--- config.mk ---
export PLATFORM = sky130hd
export DESIGN_NAME = modulation_az_seq
export DESIGN_NICKNAME = d
export VERILOG_FILES = /design/src/rtl/modulation_az_seq_pkg.sv /design/src/rtl/modulation_az_seq_phase_timer.sv /design/src/rtl/modulation_az_seq.sv
export SDC_FILE = /design/constraint.sdc
export NUM_CORES = 1
export LEC_CHECK = 0
export CELL_PAD_IN_SITES_DETAIL_PLACEMENT = 0
export CELL_PAD_IN_SITES_GLOBAL_PLACEMENT = 1
export CORE_ASPECT_RATIO = 0.6
export CORE_MARGIN = 10
export CORE_UTILIZATION = 34
export DETAILED_ROUTE_END_ITERATION = 8
export PLACE_DENSITY = 0.73
export SLEW_MARGIN = 40
export SYNTH_ARGS = -nofsm -noshare
export SYNTH_HDL_FRONTEND = slang
export SYNTH_HIERARCHICAL = 1
export SYNTH_SLANG_ARGS = --single-unit
export TNS_END_PERCENT = 20
--- constraint.sdc ---
create_clock -name clk -period 2.9 [get_ports clk]
set_input_delay 0.29 -clock clk [delete_from_list [all_inputs] [get_ports clk]]
set_output_delay 0.29 -clock clk [all_outputs]
set_load 0.01 [all_outputs]
--- src/rtl/modulation_az_seq_pkg.sv ---
// Shared definitions for the auto-zero modulation sequencer: switch polarities,
// clock frequency, FSM state encoding and monitor bit positions.
package modulation_az_seq_pkg;

  localparam logic SW_PC_SIGNAL = 1'b1;
  localparam logic SW_PC_BOOT   = 1'b0;

  localparam int CLK_FREQ          = 20_000_000;
  localparam int ADC_TIMEOUT_MS    = 200;
  localparam int ADC_TIMEOUT_CLKS  = (CLK_FREQ / 1000) * ADC_TIMEOUT_MS;

  localparam int MON_AZ_HI = 0;
  localparam int MON_TRIG  = 1;
  localparam int MON_ERR   = 2;
  localparam int MON_IS_LO = 3;

  typedef enum logic [3:0] {
    ST_IDLE,
    ST_START,
    ST_SETTLE_HI,
    ST_TRIG_HI,
    ST_WAIT_HI,
    ST_PROTECT,
    ST_SETTLE_LO,
    ST_TRIG_LO,
    ST_WAIT_LO,
    ST_DONE,
    ST_ERR
  } state_t;

endpackage

--- src/rtl/modulation_az_seq_phase_timer.sv ---
// Loadable down-counter for phase durations; holds at zero until reloaded.
module modulation_az_seq_phase_timer #(
  parameter int CNT_W = 32
) (
  input  logic             clk,
  input  logic             reset,
  input  logic             load,
  input  logic [CNT_W-1:0] value,
  output logic             zero
);

  logic [CNT_W-1:0] cnt_reg;

  always_ff @(posedge clk or posedge reset) begin
    if (reset) begin
      cnt_reg <= '0;
    end else if (load) begin
      cnt_reg <= value;
    end else if (cnt_reg != '0) begin
      cnt_reg <= cnt_reg - 1'b1;
    end
  end

  assign zero = (cnt_reg == '0);

endmodule

--- src/rtl/modulation_az_seq.sv ---
// Auto-zero modulation sequencer: settles, triggers HI and optional LO ADC
// conversions, and reports each completed cycle to the MCU.
module modulation_az_seq
  import modulation_az_seq_pkg::*;
#(
  parameter int AZMUX_W      = 4,
  parameter int PC_W         = 24,
  parameter int CNT_W        = 32,
  parameter int TIMEOUT_CLKS = ADC_TIMEOUT_CLKS,
  parameter int SCOUNT_W     = 16
) (
  input  logic                clk,
  input  logic                reset,
  input  logic                run,
  input  logic                az_en,
  input  logic [AZMUX_W-1:0]  azmux_hi_val,
  input  logic [AZMUX_W-1:0]  azmux_lo_val,
  input  logic [PC_W-1:0]     precharge_n,
  input  logic                adc_measure_valid,
  output logic                adc_measure_trig,
  output logic                sw_pc_ctl,
  output logic [AZMUX_W-1:0]  azmux,
  output logic                is_lo,
  output logic                led0,
  output logic [3:0]          monitor,
  output logic                spi_interrupt_ctl,
  output logic [SCOUNT_W-1:0] sample_count,
  output logic                err
);

  state_t state_reg, state_next;

  logic               timer_load;
  logic [CNT_W-1:0]   timer_value;
  logic               timer_zero;
  logic               adc_done;

  logic               az_en_reg;
  logic [AZMUX_W-1:0] lo_reg;
  logic [PC_W-1:0]    pc_reg;

  logic               trig_reg;
  logic               sw_pc_reg;
  logic [AZMUX_W-1:0] azmux_reg;
  logic               az_hi_reg;
  logic               is_lo_reg;
  logic               led_reg;
  logic               spi_reg;
  logic [SCOUNT_W-1:0] count_reg;
  logic               err_reg;

  modulation_az_seq_phase_timer #(
    .CNT_W(CNT_W)
  ) u_timer (
    .clk   (clk),
    .reset (reset),
    .load  (timer_load),
    .value (timer_value),
    .zero  (timer_zero)
  );

  // A valid still high from the previous result is never taken as this conversion's result.
  assign adc_done = adc_measure_valid && !trig_reg;

  always_ff @(posedge clk or posedge reset) begin
    if (reset) begin
      state_reg <= ST_IDLE;
    end else begin
      state_reg <= state_next;
    end
  end

  always_comb begin
    state_next  = state_reg;
    timer_load  = 1'b0;
    timer_value = CNT_W'(pc_reg);
    case (state_reg)
      ST_IDLE:      if (run) state_next = ST_START;
      ST_START: begin
        timer_load = 1'b1;
        state_next = ST_SETTLE_HI;
      end
      ST_SETTLE_HI: if (timer_zero) state_next = ST_TRIG_HI;
      ST_TRIG_HI: begin
        timer_load  = 1'b1;
        timer_value = CNT_W'(TIMEOUT_CLKS);
        state_next  = ST_WAIT_HI;
      end
      ST_WAIT_HI: begin
        if (adc_done)        state_next = az_en_reg ? ST_PROTECT : ST_DONE;
        else if (timer_zero) state_next = ST_ERR;
      end
      ST_PROTECT: begin
        timer_load = 1'b1;
        state_next = ST_SETTLE_LO;
      end
      ST_SETTLE_LO: if (timer_zero) state_next = ST_TRIG_LO;
      ST_TRIG_LO: begin
        timer_load  = 1'b1;
        timer_value = CNT_W'(TIMEOUT_CLKS);
        state_next  = ST_WAIT_LO;
      end
      ST_WAIT_LO: begin
        if (adc_done)        state_next = ST_DONE;
        else if (timer_zero) state_next = ST_ERR;
      end
      ST_DONE:      state_next = run ? ST_START : ST_IDLE;
      ST_ERR:       if (!run) state_next = ST_IDLE;
      default:      state_next = ST_IDLE;
    endcase
  end

  // Outputs are registered from the next state so they line up with the state they describe.
  always_ff @(posedge clk or posedge reset) begin
    if (reset) begin
      az_en_reg <= 1'b0;
      lo_reg    <= '0;
      pc_reg    <= '0;
      trig_reg  <= 1'b0;
      sw_pc_reg <= SW_PC_BOOT;
      azmux_reg <= '0;
      az_hi_reg <= 1'b0;
      is_lo_reg <= 1'b0;
      led_reg   <= 1'b0;
      spi_reg   <= 1'b0;
      count_reg <= '0;
      err_reg   <= 1'b0;
    end else begin
      trig_reg <= (state_next == ST_TRIG_HI) || (state_next == ST_TRIG_LO);
      case (state_next)
        ST_IDLE: begin
          sw_pc_reg <= SW_PC_BOOT;
          azmux_reg <= lo_reg;
          az_hi_reg <= 1'b0;
        end
        ST_START: begin
          az_en_reg <= az_en;
          lo_reg    <= azmux_lo_val;
          pc_reg    <= precharge_n;
          err_reg   <= 1'b0;
          sw_pc_reg <= SW_PC_BOOT;
          azmux_reg <= azmux_hi_val;
          az_hi_reg <= 1'b1;
        end
        ST_TRIG_HI: begin
          sw_pc_reg <= SW_PC_SIGNAL;
          is_lo_reg <= 1'b0;
          spi_reg   <= 1'b0;
        end
        ST_PROTECT: sw_pc_reg <= SW_PC_BOOT;
        ST_TRIG_LO: begin
          azmux_reg <= lo_reg;
          az_hi_reg <= 1'b0;
          is_lo_reg <= 1'b1;
        end
        ST_DONE: begin
          count_reg <= count_reg + 1'b1;
          led_reg   <= ~led_reg;
          spi_reg   <= 1'b1;
        end
        ST_ERR: begin
          err_reg   <= 1'b1;
          sw_pc_reg <= SW_PC_BOOT;
        end
        default: ;
      endcase
    end
  end

  always_comb begin
    monitor            = '0;
    monitor[MON_AZ_HI] = az_hi_reg;
    monitor[MON_TRIG]  = trig_reg;
    monitor[MON_ERR]   = err_reg;
    monitor[MON_IS_LO] = is_lo_reg;
  end

  assign adc_measure_trig  = trig_reg;
  assign sw_pc_ctl         = sw_pc_reg;
  assign azmux             = azmux_reg;
  assign is_lo             = is_lo_reg;
  assign led0              = led_reg;
  assign spi_interrupt_ctl = spi_reg;
  assign sample_count      = count_reg;
  assign err               = err_reg;

endmodule

==> out/metrics.yaml <==
yosys.area_share.simple: 0.294
cts_root_buffer: "clkbuf_16"
yosys_register_bits: 92
drt-initial-drc-count: 204
dpl-instance-area_um2: 5690
antenna_found_initial: 0
relSlewSlack: 0.609
start_util: 0.348
final.setup_skew_ps: 9.17
ant_nets: 0
start_kind: "register"
die_x_um: 173
postCtsHoldBufs: 0
p_leak_uw: 0.00258
rows: 33
cts_resized: 0
synth.area.top_cells: "dfrtp_1, nand2_1, xnor2_1, and2_1, o31ai_1"
synth_area_um2: 4750
fmax_mhz: 373
synth_compound_gate_area_share: 0.0716
num_vias: 3637
yosys.area.top_type: "dfrtp_1"
grt-ovfl-total: 0
num_antenna_cells: 0
crit_arrival_ps: 2920
crit_fanout: 5
synth.top_cell.area_share: 0.485
syn_area_per_cell_um2: 9.37
seq_area_um2: 2300
synth_edf_count: 0
finalNetCount: 622
crit_type: "register to register"
rsz0062_at_grt: "no"
finalSetupTns_ps: 0
setup_ws_ps: 216
synth_ff_type: "dfrtp_1"
async_flop_share: 1.00
place_hpwl_mm: 8.80
clock_latency_ps: 350
syn2layout_area_growth_pct: 25.6
yosys_warnings: 6
portBuffers: 66
drive_gt1_frac: 0.107
synth_fa_ha_area_frac: 0.00527
worstSetupEndpointType: "register"
place_ws_ps: 189
core_um2: 13700
grt_usage: 0.126
cts_buffer_depth: 2
synthMuxAreaShare: 0.0213
finalSetupViolations: 0
final-hold-violation-count: 0
vias_per_cell: 4.66
grt_pass1_wl_mm: 20.1
multi_input_area_um2: 2330
min_period_over_period: 0.926
clk_pin_slew_ps: 70
synth_top_family_by_area: "simple AND/OR/NAND/NOR gates"
synth.yosys.seq_area_share: 0.485
min_period_ps: 2680
ioPinCount: 67
status: "finished, final reports clean"
grt_start_max_net_pins: 61
irDropWorstVdd_mv: 0.338
synthCells: 507
worst_pin_slew_ps: 584
cap_violations: 0
grt_pass1_vias: 3744
fp.dieH_um: 112
gp_congestion: 0.838
dr.pass1.iters: 4
cp.required_ps: 3140
routedWlPerCell_um: 15.5
nFillCells: 1311
routed_wl_mm: 12.1
cts_setup_buffers: 0
synth_xor_area_frac: 0.0885
cts_buffers: 9
maxSlewViolCount: 0
cts.sinks: 92
ys_types: 53
cts_tree: "done"
drc: 0
die_area_um2: 19300
cts_max_level: 3
powerDensity_nw_per_um2: 930
fin_total_pwr_uw: 5550
min_path_type: "input pin to async pin"
largest_reg_flops: 32
postLayoutCellArea_um2: 5970
per-layer routing:
metal | track usage | up-vias | wire [um]
met5 | 0 | - | 0
met3 | 0.0364 | 10 | 621
met2 | 0.176 | 74 | 4940
met1 | 0.185 | 1728 | 6430
li1 | - | 1825 | -
met4 | 0.0329 | 0 | 113
report_power, final:
group          leakage [uW]  switching (uW)  total, uW  internal, uW
Clock              0.000132             514       1100           584
Combinational       0.00128            1150       2190          1040
Sequential          0.00117             489       2260          1780
Total               0.00258            2150       5550          3400
worst paths after layout:
path / startpoint / end / slack (ps) / cells after the start
max reg2reg: u_timer/cnt_reg[16]$_DFFE_PP0P_ / azmux[3]$_DFFE_PP0P_ / 220 / 10
min in group clk: precharge_n[20] / pc_reg[20]$_DFFE_PP0N_ / 460 / 3
min reg2reg: pc_reg[11]$_DFFE_PP0N_ / pc_reg[11]$_DFFE_PP0N_ / 470 / 2
max in group asynchronous: reset / pc_reg[3]$_DFFE_PP0N_ / 2060 / 3
max: u_timer/cnt_reg[16]$_DFFE_PP0P_ / azmux[3]$_DFFE_PP0P_ / 220 / 10
min: reset / u_timer/cnt_reg[21]$_DFFE_PP0P_ / 390 / 3
kinds of logic (layout without fill, tap and decap cells):
logic type / Yosys count / count (layout)
and+or+nand+nor: 276 / 276
buffers and inverters: 33 / 107
AOI/OAI and AO/OA: 47 / 47
other: 1 / 8
muxes: 8 / 8
DFF: 92 / 92
xor gates and xnor gates: 48 / 48
adders and majority gates: 2 / 2
cell type report:
cell class,instances,share of cell area
clock buffer,9,0.0378
multi-input combinational,389,0.390
inverter,9,0.00566
tap,192,0.0403
timing repair buffer,82,0.132
sequential,92,0.386
clock inverter,7,0.00860
Yosys cell counts (3+ instances only):
cell type and count:
a21o_1 3, and2_1 18, buf_4 7, clkbuf_1 14, dfrtp_1 92, inv_1 7
mux2_4 4, mux2i_1 3, nand2_1 154, nand2b_1 13, nand3_1 7, nand4_1 5
nor2_1 21, nor2b_1 4, nor3_1 16, nor4_1 7, nor4_4 3, o21ai_0 17
o31ai_1 15, or2_2 3, or3_1 3, xnor2_1 37, xor2_1 11
per-stage QoR:
step	cells	hold WS, ps	util
finish	780	390	0.437
global route	780	456	0.437
global placement	764	453	0.416
detailed placement	764	455	0.416
CTS	780	399	0.436
floorplan	514	395	-
critical path: stages, from the launching register on:
cell,delay [ps]
dfrtp_1,430
nor4_2,440
nand3_2,170
nor4_4,260
inv_1,100
mux2i_2,260
a221oi_4,120
inv_2,140
nor3_4,60
a21oi_4,250
mux2_4,330
cell usage in the layout, fill, tap and decap left out, types with 3 or more instances in the layout:
master and instances:
buf_4 15, conb_1 8, nor2_1 21, xnor2_1 37, clkdlybuf4s50_1 66, a21o_1 3
inv_2 3, and2_1 18, nor4_1 6, mux2_4 4, nor2b_1 3, o31ai_1 15
xor2_1 11, nor4_4 3, inv_1 6, nand2_1 154, or2_2 3, nor3_1 16
nand4_1 5, o21ai_0 17, nand2b_1 13, dfrtp_1 92, nand3_1 7, clkbuf_16 9
Note: power is estimated with default switching activity, not from simulation.
